## config.mk

```make
export PLATFORM = sky130hd
export DESIGN_NAME = imem_boot_loader
export DESIGN_NICKNAME = d
export VERILOG_FILES = /design/src/rtl/imem_boot_loader.sv
export SDC_FILE = /design/constraint.sdc
export NUM_CORES = 1
export LEC_CHECK = 0
export ABC_AREA = 1
export CAP_MARGIN = 30
export CORE_MARGIN = 4
export CORE_UTILIZATION = 45
export DETAILED_ROUTE_END_ITERATION = 7
export GPL_TIMING_DRIVEN = 0
export PLACE_DENSITY_LB_ADDON = 0.1
export SETUP_SLACK_MARGIN = 0.2
export SLEW_MARGIN = 10
export SYNTH_ARGS = -nofsm -noshare
export SYNTH_HDL_FRONTEND = slang
export SYNTH_SLANG_ARGS = --single-unit
```

## constraint.sdc

```tcl
create_clock -name clk -period 5.3 [get_ports clk]
set_input_delay 0.53 -clock clk [delete_from_list [all_inputs] [get_ports clk]]
set_output_delay 0.53 -clock clk [all_outputs]
set_load 0.005 [all_outputs]
```

## src/rtl/imem_boot_loader.sv

```systemverilog
// imem_boot_loader: packs a little-endian byte stream into IMEM words and
// holds the core in reset until the image is loaded (LOADER_CHECKSUM_EN adds a sum check).
module imem_boot_loader #(
    parameter int          MEM_NBYTE = 1024,
    parameter logic [31:0] BASE_ADDR = 32'h0
) (
    input  logic        clk,
    input  logic        rst_n,
    input  logic        in_valid,
    output logic        in_ready,
    input  logic [7:0]  in_data,
    output logic        wr_en,
    output logic [31:0] wr_addr,
    output logic [31:0] wr_data,
    output logic        core_rst_n,
    output logic        busy,
    output logic        err
);

    typedef enum logic [2:0] {
        HDR0,
        HDR1,
        PAYLOAD,
`ifdef LOADER_CHECKSUM_EN
        CHK,
`endif
        DONE,
        ERR
    } state_t;

`ifdef LOADER_CHECKSUM_EN
    localparam state_t POST = CHK;
`else
    localparam state_t POST = DONE;
`endif

    localparam logic [31:0] MAX_WORDS = 32'(MEM_NBYTE / 4);

    state_t      state_q;
    state_t      state_d;
    logic        in_ready_q;
    logic        core_rst_q;
    logic [15:0] len_q;
    logic [15:0] word_cnt_q;
    logic [1:0]  byte_cnt_q;
    logic [23:0] pack_q;
    logic        accept;
    logic [15:0] len_n;
    logic        last_word;
    logic        rdy_d;

`ifdef LOADER_CHECKSUM_EN
    logic [7:0]  sum_q;
    logic [7:0]  sum_fin;
    assign sum_fin = sum_q + in_data;
`endif

    assign accept    = in_valid & in_ready_q;
    assign len_n     = {in_data, len_q[7:0]};
    assign last_word = (word_cnt_q + 16'd1) == len_q;

    assign in_ready   = in_ready_q;
    assign core_rst_n = core_rst_q;
    assign busy       = (state_q != DONE) && (state_q != ERR);
    assign err        = (state_q == ERR);

    // State register
    always_ff @(posedge clk or negedge rst_n) begin
        if (!rst_n) state_q <= HDR0;
        else        state_q <= state_d;
    end

    // Next-state decode and ready for the coming cycle
    always_comb begin
        state_d = state_q;
        rdy_d   = 1'b0;
        unique case (state_q)
            HDR0: if (accept) state_d = HDR1;
            HDR1: begin
                if (accept) begin
                    if ({16'd0, len_n} > MAX_WORDS) state_d = ERR;
                    else if (len_n == 16'd0)        state_d = POST;
                    else                            state_d = PAYLOAD;
                end
            end
            PAYLOAD: begin
                if (accept && byte_cnt_q == 2'd3 && last_word)
                    state_d = POST;
            end
`ifdef LOADER_CHECKSUM_EN
            CHK: begin
                if (accept)
                    state_d = (sum_fin == 8'd0) ? DONE : ERR;
            end
`endif
            DONE: state_d = DONE;
            ERR:  state_d = ERR;
            default: state_d = ERR;
        endcase
        rdy_d = (state_d != DONE) && (state_d != ERR);
    end

    // Handshake ready and core reset release, both registered
    always_ff @(posedge clk or negedge rst_n) begin
        if (!rst_n) begin
            in_ready_q <= 1'b0;
            core_rst_q <= 1'b0;
        end else begin
            in_ready_q <= rdy_d;
            core_rst_q <= (state_q == DONE);
        end
    end

    // Header capture, byte packing and the one-cycle word write
    always_ff @(posedge clk or negedge rst_n) begin
        if (!rst_n) begin
            len_q      <= 16'd0;
            word_cnt_q <= 16'd0;
            byte_cnt_q <= 2'd0;
            pack_q     <= 24'd0;
            wr_en      <= 1'b0;
            wr_addr    <= BASE_ADDR;
            wr_data    <= 32'd0;
        end else begin
            wr_en <= 1'b0;
            if (accept) begin
                unique case (state_q)
                    HDR0: len_q[7:0]  <= in_data;
                    HDR1: len_q[15:8] <= in_data;
                    PAYLOAD: begin
                        byte_cnt_q <= byte_cnt_q + 2'd1;
                        unique case (byte_cnt_q)
                            2'd0: pack_q[7:0]   <= in_data;
                            2'd1: pack_q[15:8]  <= in_data;
                            2'd2: pack_q[23:16] <= in_data;
                            default: begin
                                wr_en      <= 1'b1;
                                wr_data    <= {in_data, pack_q};
                                wr_addr    <= BASE_ADDR
                                            + {14'd0, word_cnt_q, 2'b00};
                                word_cnt_q <= word_cnt_q + 16'd1;
                            end
                        endcase
                    end
                    default: ;
                endcase
            end
        end
    end

`ifdef LOADER_CHECKSUM_EN
    // Running mod-256 sum over header and payload bytes
    always_ff @(posedge clk or negedge rst_n) begin
        if (!rst_n) begin
            sum_q <= 8'd0;
        end else if (accept && (state_q == HDR0 || state_q == HDR1
                                || state_q == PAYLOAD)) begin
            sum_q <= sum_fin;
        end
    end
`endif

endmodule

```

==> results of run 1 <==
layout make-up:
class                      instances  area [µm²]  share of cell area (%)
inverter                          51         191                    3.14
multi-input combinational        424        1900                    31.2
tap                              140         175                    2.87
timing repair buffer              64         659                    10.8
clock inverter                     6        50.0                   0.821
clock buffer                      10         128                    2.09
buffer                            34         190                    3.12
sequential                       112        2800                    46.0
cells by family after synthesis:
kind of cell / after synthesis / share of synthesized area, %
compound gates: 86 / 8.63
buf+inv: 85 / 7.59
other cells: 1 / 0.0746
flops: 112 / 55.7
fa+ha+maj: 5 / 1.24
simple gates: 314 / 26.2
xor+xnor: 3 / 0.522
per-stage QoR:
step	cell area, µm²	instances	setup TNS, ns	hold slack (ns)
2_1_floorplan	5090	621	0	0.234
3_3_place_gp	5890	824	-65.10	0.454
3_5_place_dp	5920	825	0	0.458
4_1_cts	6100	841	0	0.0500
5_1_grt	6100	841	0	0.0617
6_report	6100	841	0	0.0559
state kept, by name (all words and copies together), names as in the netlist:
| name | flops |
|---|---|
| byte_cnt_q | 2 |
| core_rst_n | 1 |
| in_ready | 1 |
| len_q | 16 |
| pack_q | 24 |
| state_q | 3 |
| word_cnt_q | 16 |
| wr_addr | 16 |
| wr_data | 32 |
| wr_en | 1 |
worst reg2reg max path: stages, from the launching register on:
cell and delay (ns):
dfrtp_1 0.52, ha_1 0.27, nand2_2 0.09, nor2_2 0.27
nand4_1 0.17, nand2_1 0.12, nand2_1 0.05, nand2_1 0.05
nand3_1 0.10, nor2_1 0.10, nand3_1 0.12, nand2_2 0.11
a21oi_2 0.06
where the power goes:
group,internal (mW),switching (mW),total [mW]
clock,0.178,0.301,0.479
sequential,0.854,0,0.854
combinational,0.0166,0.0311,0.0478
total,1.05,0.332,1.38
cell usage after synthesis, drive strengths merged:
cell type  instances  share of area [%]
a21oi              3               0.37
and2               1               0.12
buf               19                2.7
clkbuf            15                1.1
clkinv             1              0.075
conb               1              0.075
dfrtp            112                 56
ha                 5                1.2
inv               50                3.7
nand2            225                 17
nand2b             1               0.12
nand3             43                4.3
nand3b             1               0.15
nand4             10                1.2
nor2              26                2.5
nor3               4               0.50
nor4               2               0.25
o21ai             83                8.3
or2                1               0.12
xor2               3               0.52
per-layer routing:
metal,up-vias,GRT usage (%)
li1,2080,-
met1,2000,29.5
met2,105,31.1
met3,19,4.08
met4,0,7.53
met5,-,0
worst paths after layout:
check	startpoint	endpoint	slack (ns)	cells after the start
setup / recovery	state_q[2]	busy	3.07	5
hold / removal	rst_n	wr_addr[11]	0.06	1
setup reg to reg	word_cnt_q[1]	in_ready	3.17	12
hold reg to reg	wr_data[20]	wr_data[20]	0.48	2
max in group asynchronous	rst_n	pack_q[14]	4.56	2
min in group clk	wr_data[20]	wr_data[20]	0.48	2
==> flow_results.xml, run 1 <==
<?xml version="1.0" encoding="UTF-8"?>
<metrics>
  <group name="grt">
    <metric name="antenna_violations_before_repair" unit="">0</metric>
    <metric name="grt_remaining_overflow" unit="">0</metric>
    <metric name="grt_max_degree" unit="">75</metric>
    <metric name="grt_usage" unit="%">20.6</metric>
    <metric name="first_global_vias" unit="">4185</metric>
    <metric name="grt_pass1_wl" unit="mm">21.0</metric>
  </group>
  <group name="sta">
    <metric name="maxClockFrequency" unit="MHz">449</metric>
    <metric name="report.final.slew_viol_count" unit="">0</metric>
    <metric name="setup_repair_after_global_routing_missed_its_margin" unit="">no</metric>
    <metric name="max_slew.worst_pin.slew" unit="ns">0.686</metric>
    <metric name="min_period" unit="ns">2.23</metric>
    <metric name="setup_viol" unit="">0</metric>
    <metric name="worst_slew_margin_rel" unit="%">54.3</metric>
    <metric name="final.period_utilization" unit="%">42.0</metric>
    <metric name="hold_viol" unit="">0</metric>
    <metric name="timing.final.ws_setup" unit="ns">3.07</metric>
    <metric name="fin_worst_skew" unit="ns">0.0103</metric>
  </group>
  <group name="detailed_routing">
    <metric name="detail_route.vias_per_cell" unit="">5.00</metric>
    <metric name="detailedRoute.firstIterationViolations" unit="">256</metric>
    <metric name="post_drt_wl_per_cell" unit="µm">14.6</metric>
    <metric name="drc_errors" unit="">0</metric>
    <metric name="drt-total-wl" unit="mm">12.2</metric>
    <metric name="wire_length_on_met2" unit="mm">5.38</metric>
    <metric name="drtPass1Iterations" unit="">4</metric>
    <metric name="dr.max_layer_used" unit="">met4</metric>
    <metric name="detailroute.via_count" unit="">4204</metric>
    <metric name="met3WireLength" unit="µm">637</metric>
    <metric name="wl_met1" unit="mm">5.93</metric>
    <metric name="drtAntennaViolNets" unit="">0</metric>
  </group>
  <group name="die">
    <metric name="floorplan.initialDensity" unit="%">46.2</metric>
    <metric name="fp.dieArea" unit="µm²">12900</metric>
    <metric name="floorplan.io_pins" unit="">80</metric>
    <metric name="overall_die_width" unit="µm">114</metric>
    <metric name="die_height" unit="µm">114</metric>
    <metric name="std_cell_core_area" unit="µm²">10900</metric>
    <metric name="row_count" unit="">38</metric>
  </group>
  <group name="worst_setup_path">
    <metric name="worst-endpoint-arrival" unit="ns">1.70</metric>
    <metric name="crit_path_max_fanout" unit="">4</metric>
    <metric name="cp_data_required_time" unit="ns">4.77</metric>
    <metric name="crit_slowest_cell" unit="">clkdlybuf4s50_1</metric>
    <metric name="startpoint_type" unit="">flop</metric>
    <metric name="crit_chain" unit="">inv_1 -&gt; nand2_1 -&gt; nor2_1 -&gt; nor2_1 -&gt; clkdlybuf4s50_1</metric>
    <metric name="critical-path-top-delay-family" unit="">buffers and inverters</metric>
    <metric name="type_of_the_setup_path_with_the_least_slack" unit="">flop to primary output</metric>
    <metric name="critical_path.max_stage_delay" unit="ns">0.45</metric>
    <metric name="critical_path.most_common_cell" unit="">nor2_1</metric>
    <metric name="setup.worst_path.end_class" unit="">primary output</metric>
    <metric name="critical_path.n_buffers_inverters" unit="">2</metric>
  </group>
  <group name="clock_network">
    <metric name="cts.repair_timing.setup_buffer_count" unit="">0</metric>
    <metric name="numCtsBuffers" unit="">9</metric>
    <metric name="insertion_delay" unit="ns">0.38</metric>
    <metric name="cts_sinks" unit="">112</metric>
    <metric name="cts-hold-fix-buffers" unit="">0</metric>
    <metric name="root_buffer" unit="">clkbuf_8</metric>
    <metric name="cts_tree" unit="">built</metric>
    <metric name="cts_htree_levels" unit="">3</metric>
    <metric name="cts.clk_slew.worst_paths" unit="ns">0.11</metric>
    <metric name="cts-resized-gates" unit="">0</metric>
    <metric name="ctsLongestPathBuffers" unit="">2</metric>
  </group>
  <group name="finish">
    <metric name="finalNetCount" unit="">712</metric>
    <metric name="final_cell_mix" unit="">222 x nand2_1, 112 x dfrtp_1, 83 x o21ai_0, 62 x clkdlybuf4s50_1, 49 x inv_1</metric>
    <metric name="mostFrequentLayoutCell" unit="">nand2_1</metric>
    <metric name="synthToLayoutAreaGrowth" unit="%">21.2</metric>
    <metric name="drive_gt1_share" unit="%">6.99</metric>
    <metric name="finish.utilization" unit="%">56.0</metric>
    <metric name="filler_cell_count" unit="">1047</metric>
    <metric name="diodes" unit="">0</metric>
  </group>
  <group name="pwr">
    <metric name="design_power_total" unit="mW">1.38</metric>
    <metric name="power-per-cell-area" unit="nW/µm²">226</metric>
    <metric name="p_leak" unit="nW">2.95</metric>
    <metric name="irDropWorstVdd" unit="mV">0.135</metric>
  </group>
  <group name="synthesis">
    <metric name="synth-warning-count" unit="">0</metric>
    <metric name="postSynthRegisterBits" unit="">112</metric>
    <metric name="postSynthCellCount" unit="">606</metric>
    <metric name="synthesis.area_per_instance" unit="µm²">8.30</metric>
    <metric name="syn-cell-area" unit="µm²">5030</metric>
    <metric name="synth.lib_cells_used.distinct" unit="">28</metric>
    <metric name="synth_seq_area_share" unit="%">55.7</metric>
  </group>
  <group name="placed_design">
    <metric name="detailedPlacementHpwl" unit="mm">9.09</metric>
    <metric name="gp_routability_congestion" unit="">0.864</metric>
    <metric name="port-buffer-count" unit="">63</metric>
    <metric name="pre_cts_slack" unit="ns">2.80</metric>
  </group>
  <group name="min_path">
    <metric name="holdCritPathClass" unit="">primary input to async pin</metric>
  </group>
  <group name="status">
    <metric name="status" unit="">finished, final reports clean</metric>
  </group>
  <group name="flow_run">
    <metric name="cap_viol_max_count" unit="">0</metric>
  </group>
</metrics>
Power figures use the tool's default switching activity.
==> run 2, diff against run 1 <==
==> constraint.sdc (replaced) <==
create_clock -name clk -period 2.26 [get_ports clk]
set_input_delay 0.226 -clock clk [delete_from_list [all_inputs] [get_ports clk]]
set_output_delay 0.226 -clock clk [all_outputs]
set_load 0.005 [all_outputs]
==> run 2 against run 1 <==
  * Non-clock buffer count increased by 1
  * Highest routed layer unchanged
  * Core utilization increased by 0.23 points
  * Critical path type is now flop to flop
  * Global-route usage unchanged
  * Worst setup slack got worse by 2.8 ns
  * Routed wire length decreased by 0.35%
  * Power increased by 130%
==> flow_results.xml, run 2 (synthesis results as in run 1) <==
<?xml version="1.0" encoding="UTF-8"?>
<metrics>
  <group name="sta">
    <metric name="fin_worst_skew" unit="ns">0.00925</metric>
    <metric name="setup_viol" unit="">0</metric>
    <metric name="max_slew.worst_pin.slew" unit="ns">0.675</metric>
    <metric name="min_period" unit="ns">1.98</metric>
    <metric name="timing.final.ws_setup" unit="ns">0.284</metric>
    <metric name="timing.hold.ws" unit="ns">0.321</metric>
    <metric name="setup_repair_after_global_routing_missed_its_margin" unit="">yes</metric>
    <metric name="worst_slew_margin_rel" unit="%">55.0</metric>
    <metric name="report.final.slew_viol_count" unit="">0</metric>
    <metric name="final.period_utilization" unit="%">87.4</metric>
    <metric name="hold_viol" unit="">0</metric>
    <metric name="maxClockFrequency" unit="MHz">506</metric>
  </group>
  <group name="min_path">
    <metric name="holdCritPathClass" unit="">primary input to async pin</metric>
  </group>
  <group name="clock_network">
    <metric name="cts_tree" unit="">built</metric>
    <metric name="root_buffer" unit="">clkbuf_8</metric>
    <metric name="numCtsBuffers" unit="">9</metric>
    <metric name="cts_sinks" unit="">112</metric>
    <metric name="cts.clk_slew.worst_paths" unit="ns">0.11</metric>
    <metric name="ctsLongestPathBuffers" unit="">2</metric>
    <metric name="cts_htree_levels" unit="">3</metric>
    <metric name="cts.repair_timing.setup_buffer_count" unit="">0</metric>
    <metric name="insertion_delay" unit="ns">0.38</metric>
  </group>
  <group name="die">
    <metric name="floorplan.io_pins" unit="">80</metric>
    <metric name="die_height" unit="µm">114</metric>
    <metric name="row_count" unit="">38</metric>
    <metric name="floorplan.initialDensity" unit="%">46.2</metric>
    <metric name="fp.dieArea" unit="µm²">12900</metric>
    <metric name="overall_die_width" unit="µm">114</metric>
    <metric name="std_cell_core_area" unit="µm²">10900</metric>
  </group>
  <group name="placed_design">
    <metric name="port-buffer-count" unit="">63</metric>
    <metric name="gp_routability_congestion" unit="">0.864</metric>
    <metric name="detailedPlacementHpwl" unit="mm">9.09</metric>
    <metric name="pre_cts_slack" unit="ns">0.0665</metric>
    <metric name="post-place-cells" unit="">825</metric>
    <metric name="placed_area" unit="µm²">5920</metric>
  </group>
  <group name="status">
    <metric name="status" unit="">finished, final reports clean</metric>
  </group>
  <group name="grt">
    <metric name="grt_remaining_overflow" unit="">0</metric>
    <metric name="antenna_violations_before_repair" unit="">0</metric>
    <metric name="grt_max_degree" unit="">75</metric>
    <metric name="grt_usage" unit="%">20.6</metric>
    <metric name="grt_pass1_wl" unit="mm">21.0</metric>
    <metric name="first_global_vias" unit="">4185</metric>
  </group>
  <group name="worst_setup_path">
    <metric name="rrSetupSlack" unit="ns">0.28</metric>
    <metric name="worstReg2RegEnd" unit="">in_ready</metric>
    <metric name="critical_path.reg2reg.startpoint" unit="">word_cnt_q[1]</metric>
    <metric name="startpoint_type" unit="">flop</metric>
    <metric name="crit_chain" unit="">ha_1 -&gt; nand3_1 -&gt; nor2_4 -&gt; nand3_1 -&gt; nand2_1 -&gt; nand3_1 -&gt; nand2_1 -&gt; nand3_1 -&gt; nor2_1 -&gt; nand3_1 -&gt; nand2_2 -&gt; a21oi_2</metric>
    <metric name="crit_cells" unit="">12</metric>
    <metric name="worst-endpoint-arrival" unit="ns">2.24</metric>
    <metric name="critical-path-top-delay-family" unit="">simple AND/OR/NAND/NOR gates</metric>
    <metric name="cp-endpoint" unit="">in_ready</metric>
    <metric name="crit_slowest_cell" unit="">dfrtp_2</metric>
    <metric name="crit_path_max_fanout" unit="">6</metric>
    <metric name="critical_path.n_buffers_inverters" unit="">0</metric>
    <metric name="cp_data_required_time" unit="ns">2.53</metric>
    <metric name="critical_path.max_stage_delay" unit="ns">0.47</metric>
    <metric name="type_of_the_setup_path_with_the_least_slack" unit="">flop to flop</metric>
    <metric name="reg2regPathDepth" unit="">12</metric>
    <metric name="setup.worst_path.end_class" unit="">flop</metric>
    <metric name="critPathLaunch" unit="">word_cnt_q[1]</metric>
    <metric name="critical_path.most_common_cell" unit="">nand3_1</metric>
  </group>
  <group name="pwr">
    <metric name="clock_power_share" unit="%">34.7</metric>
    <metric name="p_leak" unit="nW">2.96</metric>
    <metric name="power.switching" unit="mW">0.779</metric>
    <metric name="switching_share" unit="%">24.0</metric>
    <metric name="internal_power" unit="mW">2.46</metric>
    <metric name="seqPwrFrac" unit="%">61.8</metric>
    <metric name="power-per-cell-area" unit="nW/µm²">529</metric>
    <metric name="combinationalPowerShare" unit="%">3.5</metric>
    <metric name="irDropWorstVdd" unit="mV">0.317</metric>
  </group>
  <group name="detailed_routing">
    <metric name="detail_route.vias_per_cell" unit="">4.95</metric>
    <metric name="drt-total-wl" unit="mm">12.2</metric>
    <metric name="detailedRoute.firstIterationViolations" unit="">248</metric>
    <metric name="detailroute.via_count" unit="">4169</metric>
    <metric name="post_drt_wl_per_cell" unit="µm">14.5</metric>
    <metric name="drc_errors" unit="">0</metric>
    <metric name="drtPass1Iterations" unit="">4</metric>
    <metric name="drtAntennaViolNets" unit="">0</metric>
  </group>
  <group name="finish">
    <metric name="max_flop_register" unit="">wr_data</metric>
    <metric name="diodes" unit="">0</metric>
    <metric name="post-route-cell-area" unit="µm²">6120</metric>
    <metric name="final_cell_mix" unit="">222 x nand2_1, 110 x dfrtp_1, 82 x o21ai_0, 62 x clkdlybuf4s50_1, 49 x inv_1</metric>
    <metric name="post_layout_nonfiller_instances" unit="">842</metric>
    <metric name="layout_top_registers" unit="">wr_data (32), pack_q (24)</metric>
    <metric name="finalNetCount" unit="">713</metric>
    <metric name="mostFrequentLayoutCell" unit="">nand2_1</metric>
    <metric name="synthToLayoutAreaGrowth" unit="%">21.7</metric>
    <metric name="largest_reg_flops" unit="">32</metric>
    <metric name="drive_gt1_share" unit="%">7.55</metric>
  </group>
  <group name="flow_run">
    <metric name="cap_viol_max_count" unit="">0</metric>
  </group>
</metrics>
[run 2: area by class of cell]
| type | instances | area, µm² |
|---|---|---|
| Multi-Input combinational cell | 424 | 1910 |
| Tap cell | 140 | 175 |
| Sequential cell | 112 | 2810 |
| Buffer | 34 | 193 |
| Fill cell | 1051 | 4760 |
| Clock inverter | 6 | 50.0 |
| Inverter | 51 | 191 |
| Clock buffer | 10 | 128 |
| Timing Repair Buffer | 65 | 669 |
[run 2: timing repair]
| action | in CTS | in global routing |
|---|---|---|
| resized for setup | 1 | 7 |
| hold buffers | 1 | 0 |
| gates cloned | 0 | 0 |
| hold endpoints to repair | 38 | 0 |
| setup endpoints to repair | 1 | 22 |
[run 2: layer usage]
layer  wire length, µm  vias to the layer above  global-route usage, %
met3               669                       11                   4.03
met1              5890                     1980                   29.5
met2              5440                      100                   31.1
met5                 0                        -                      0
li1                  -                     2078                      -
met4               209                        0                   7.53
[run 2: worst min-delay path by stage]
stage / start / endpoint / cells past startpoint
2_1_floorplan: rst_n / byte_cnt_q[0] / 0
3_5_place_dp: rst_n / word_cnt_q[9] / 1
3_3_place_gp: wr_data[21] / wr_data[21] / 2
5_1_grt: rst_n / word_cnt_q[10] / 2
6_report: rst_n / wr_addr[11] / 2
4_1_cts: rst_n / wr_addr[11] / 2
[run 2: per-stage QoR]
| step | TNS (ns) | utilization, % | total power [mW] |
|---|---|---|---|
| 6_report | 0 | 56.2 | 3.24 |
| 5_1_grt | 0 | 56.2 | 3.39 |
| 3_3_place_gp | -371.53 | 54.1 | 2.15 |
| 3_5_place_dp | 0 | 54.4 | 2.16 |
| 4_1_cts | 0 | 56.1 | 3.28 |
| 2_1_floorplan | 0 | - | 2.08 |
[run 2: power groups by stage]
stage / clock [mW] / combinational (mW) / sequential, mW
finish: 1.12 / 0.113 / 2.00
global route: 1.26 / 0.127 / 2.00
CTS: 1.16 / 0.116 / 2.00
detailed placement: 0 / 0.115 / 2.04
global placement: 0 / 0.107 / 2.04
floorplan: 0 / 0.0340 / 2.04
==> run 3, diff against run 2 <==
--- a/config.mk
+++ b/config.mk
@@ -8,11 +8,10 @@
 export ABC_AREA = 1
 export CAP_MARGIN = 30
 export CORE_MARGIN = 4
-export CORE_UTILIZATION = 45
+export CORE_UTILIZATION = 54
 export DETAILED_ROUTE_END_ITERATION = 7
 export GPL_TIMING_DRIVEN = 0
 export PLACE_DENSITY_LB_ADDON = 0.1
-export SETUP_SLACK_MARGIN = 0.2
 export SLEW_MARGIN = 10
 export SYNTH_ARGS = -nofsm -noshare
 export SYNTH_HDL_FRONTEND = slang
==> constraint.sdc (replaced) <==
create_clock -name clk -period 2.26 [get_ports clk]
set_input_delay 0.452 -clock clk [delete_from_list [all_inputs] [get_ports clk]]
set_output_delay 0.452 -clock clk [all_outputs]
set_load 0.005 [all_outputs]
==> run 3 against run 2 <==
  * Die area fell by 16%
  * Clock skew rose by 0.0039 ns
  * Combinational power barely moved
  * Cell count fell by 3.8%
  * First-iteration DRC count fell by 7.7%
==> flow_results.xml, run 3 (synthesis results as in run 1) <==
<?xml version="1.0" encoding="UTF-8"?>
<metrics>
  <group name="status">
    <metric name="status" unit="">finished, final reports clean</metric>
  </group>
  <group name="worst_setup_path">
    <metric name="reg2regPathDepth" unit="">12</metric>
    <metric name="critical_path.reg2reg.startpoint" unit="">word_cnt_q[1]</metric>
    <metric name="worstReg2RegEnd" unit="">in_ready</metric>
    <metric name="startpoint_type" unit="">flop</metric>
    <metric name="crit_path_max_fanout" unit="">4</metric>
    <metric name="worst-endpoint-arrival" unit="ns">1.67</metric>
    <metric name="cp_data_required_time" unit="ns">1.81</metric>
    <metric name="rrSetupSlack" unit="ns">0.21</metric>
    <metric name="type_of_the_setup_path_with_the_least_slack" unit="">flop to primary output</metric>
    <metric name="setup.worst_path.end_class" unit="">primary output</metric>
  </group>
  <group name="finish">
    <metric name="post_layout_nonfiller_instances" unit="">810</metric>
    <metric name="diodes" unit="">0</metric>
    <metric name="final_cell_mix" unit="">222 x nand2_1, 110 x dfrtp_1, 82 x o21ai_0, 62 x clkdlybuf4s50_1, 49 x inv_1</metric>
    <metric name="max_flop_register" unit="">wr_data</metric>
    <metric name="drive_gt1_share" unit="%">7.41</metric>
    <metric name="layout_top_registers" unit="">wr_data (32), pack_q (24)</metric>
    <metric name="synthToLayoutAreaGrowth" unit="%">21.4</metric>
    <metric name="largest_reg_flops" unit="">32</metric>
    <metric name="mostFrequentLayoutCell" unit="">nand2_1</metric>
    <metric name="finalNetCount" unit="">713</metric>
  </group>
  <group name="detailed_routing">
    <metric name="dr.max_layer_used" unit="">met4</metric>
    <metric name="wire_length_on_met2" unit="mm">5.49</metric>
    <metric name="detail_route.vias_per_cell" unit="">5.28</metric>
    <metric name="detailedRoute.firstIterationViolations" unit="">229</metric>
    <metric name="drtAntennaViolNets" unit="">0</metric>
    <metric name="drt-total-wl" unit="mm">12.1</metric>
    <metric name="post_drt_wl_per_cell" unit="µm">14.9</metric>
    <metric name="wl_met1" unit="mm">5.61</metric>
    <metric name="met3WireLength" unit="µm">739</metric>
    <metric name="drc_errors" unit="">0</metric>
    <metric name="detailroute.via_count" unit="">4279</metric>
    <metric name="drtPass1Iterations" unit="">4</metric>
  </group>
  <group name="placed_design">
    <metric name="port-buffer-count" unit="">63</metric>
    <metric name="post-place-cells" unit="">793</metric>
    <metric name="detailedPlacementHpwl" unit="mm">8.73</metric>
    <metric name="gp_routability_congestion" unit="">0.854</metric>
  </group>
  <group name="pwr">
    <metric name="internal_power" unit="mW">2.51</metric>
    <metric name="combinationalPowerShare" unit="%">3.4</metric>
    <metric name="power-per-cell-area" unit="nW/µm²">548</metric>
    <metric name="clock_power_share" unit="%">36.7</metric>
    <metric name="p_leak" unit="nW">2.97</metric>
    <metric name="power.switching" unit="mW">0.830</metric>
    <metric name="switching_share" unit="%">24.8</metric>
    <metric name="seqPwrFrac" unit="%">59.9</metric>
    <metric name="irDropWorstVdd" unit="mV">0.279</metric>
  </group>
  <group name="die">
    <metric name="overall_die_width" unit="µm">105</metric>
    <metric name="row_count" unit="">34</metric>
    <metric name="std_cell_core_area" unit="µm²">8890</metric>
    <metric name="die_height" unit="µm">105</metric>
    <metric name="floorplan.io_pins" unit="">80</metric>
    <metric name="floorplan.initialDensity" unit="%">56.6</metric>
    <metric name="fp.dieArea" unit="µm²">10900</metric>
  </group>
  <group name="clock_network">
    <metric name="cts_tree" unit="">built</metric>
    <metric name="cts.clk_slew.worst_paths" unit="ns">0.11</metric>
    <metric name="cts.repair_timing.setup_buffer_count" unit="">0</metric>
    <metric name="cts_htree_levels" unit="">3</metric>
    <metric name="numCtsBuffers" unit="">9</metric>
    <metric name="root_buffer" unit="">clkbuf_8</metric>
    <metric name="insertion_delay" unit="ns">0.38</metric>
    <metric name="cts_sinks" unit="">112</metric>
    <metric name="ctsLongestPathBuffers" unit="">2</metric>
  </group>
  <group name="grt">
    <metric name="grt_usage" unit="%">23.2</metric>
    <metric name="grt_remaining_overflow" unit="">0</metric>
    <metric name="grt_max_degree" unit="">92</metric>
    <metric name="grt_pass1_wl" unit="mm">20.4</metric>
    <metric name="first_global_vias" unit="">4141</metric>
    <metric name="antenna_violations_before_repair" unit="">0</metric>
  </group>
  <group name="flow_run">
    <metric name="cap_viol_max_count" unit="">0</metric>
  </group>
  <group name="sta">
    <metric name="maxClockFrequency" unit="MHz">472</metric>
    <metric name="fin_worst_skew" unit="ns">0.0132</metric>
    <metric name="timing.hold.ws" unit="ns">0.471</metric>
    <metric name="final.period_utilization" unit="%">93.8</metric>
    <metric name="max_slew.worst_pin.slew" unit="ns">0.669</metric>
    <metric name="worst_slew_margin_rel" unit="%">55.4</metric>
    <metric name="setup_repair_after_global_routing_missed_its_margin" unit="">no</metric>
    <metric name="setup_viol" unit="">0</metric>
    <metric name="report.final.slew_viol_count" unit="">0</metric>
    <metric name="setup_tns" unit="ns">0</metric>
    <metric name="hold_viol" unit="">0</metric>
    <metric name="min_period" unit="ns">2.12</metric>
  </group>
  <group name="min_path">
    <metric name="holdCritPathClass" unit="">primary input to async pin</metric>
  </group>
</metrics>
[run 3: per-layer routing]
metal / vias to the layer above / global-route usage (%)
met5: - / 0
met4: 0 / 8.83
met3: 21 / 3.91
met2: 140 / 35.6
met1: 2037 / 33.2
li1: 2081 / -
[run 3: worst max-delay path: stages, from the launching register on]
cell	delay, ns
dfrtp_1	0.42
nor2_1	0.13
inv_1	0.07
nor2_1	0.14
clkdlybuf4s50_1	0.53
[run 3: what timing repair did]
item,in CTS,in global routing
gates resized for setup,0,4
setup endpoints to repair,0,2
endpoints found under the hold margin,21,0
hold buffers,1,0
[run 3: worst max-delay path by stage]
stage / startpoint / to / slack, ns / cells past startpoint
after global routing: word_cnt_q[1] / in_ready / 0.02 / 12
after detailed placement: in_valid / word_cnt_q[14] / -0.11 / 6
final: state_q[1] / err / 0.14 / 4
after floorplan: word_cnt_q[0] / in_ready / 0.59 / 12
after CTS: word_cnt_q[1] / in_ready / 0.11 / 12
after global placement: rst_n / wr_data[8] / -3.43 / 1
[run 3: final cells by class]
cell class                 instances  area (µm²)
clock inverter                     6        70.1
timing repair buffer              65         669
inverter                          51         191
multi-input combinational        424        1910
tap                              108         135
sequential                       112        2810
clock buffer                      10         138
buffer                            34         190
fill                             730        2790
[run 3: stage by stage]
stage / setup slack (ns) / area (µm²) / utilization, % / power, mW
after floorplan: 0.585 / 5090 / - / 2.08
after global placement: -3.43 / 5850 / 65.8 / 2.15
after detailed placement: -0.112 / 5880 / 66.1 / 2.15
after CTS: 0.114 / 6100 / 68.6 / 3.36
after global routing: 0.0228 / 6110 / 68.7 / 3.46
final: 0.140 / 6110 / 68.7 / 3.34
[run 3: power by group through the flow]
stage,Clock [mW],Sequential [mW],Combinational [mW]
3_5_place_dp,0,2.04,0.111
6_report,1.23,2.00,0.113
4_1_cts,1.24,2.00,0.113
5_1_grt,1.33,2.00,0.126
3_3_place_gp,0,2.04,0.104
2_1_floorplan,0,2.04,0.0340
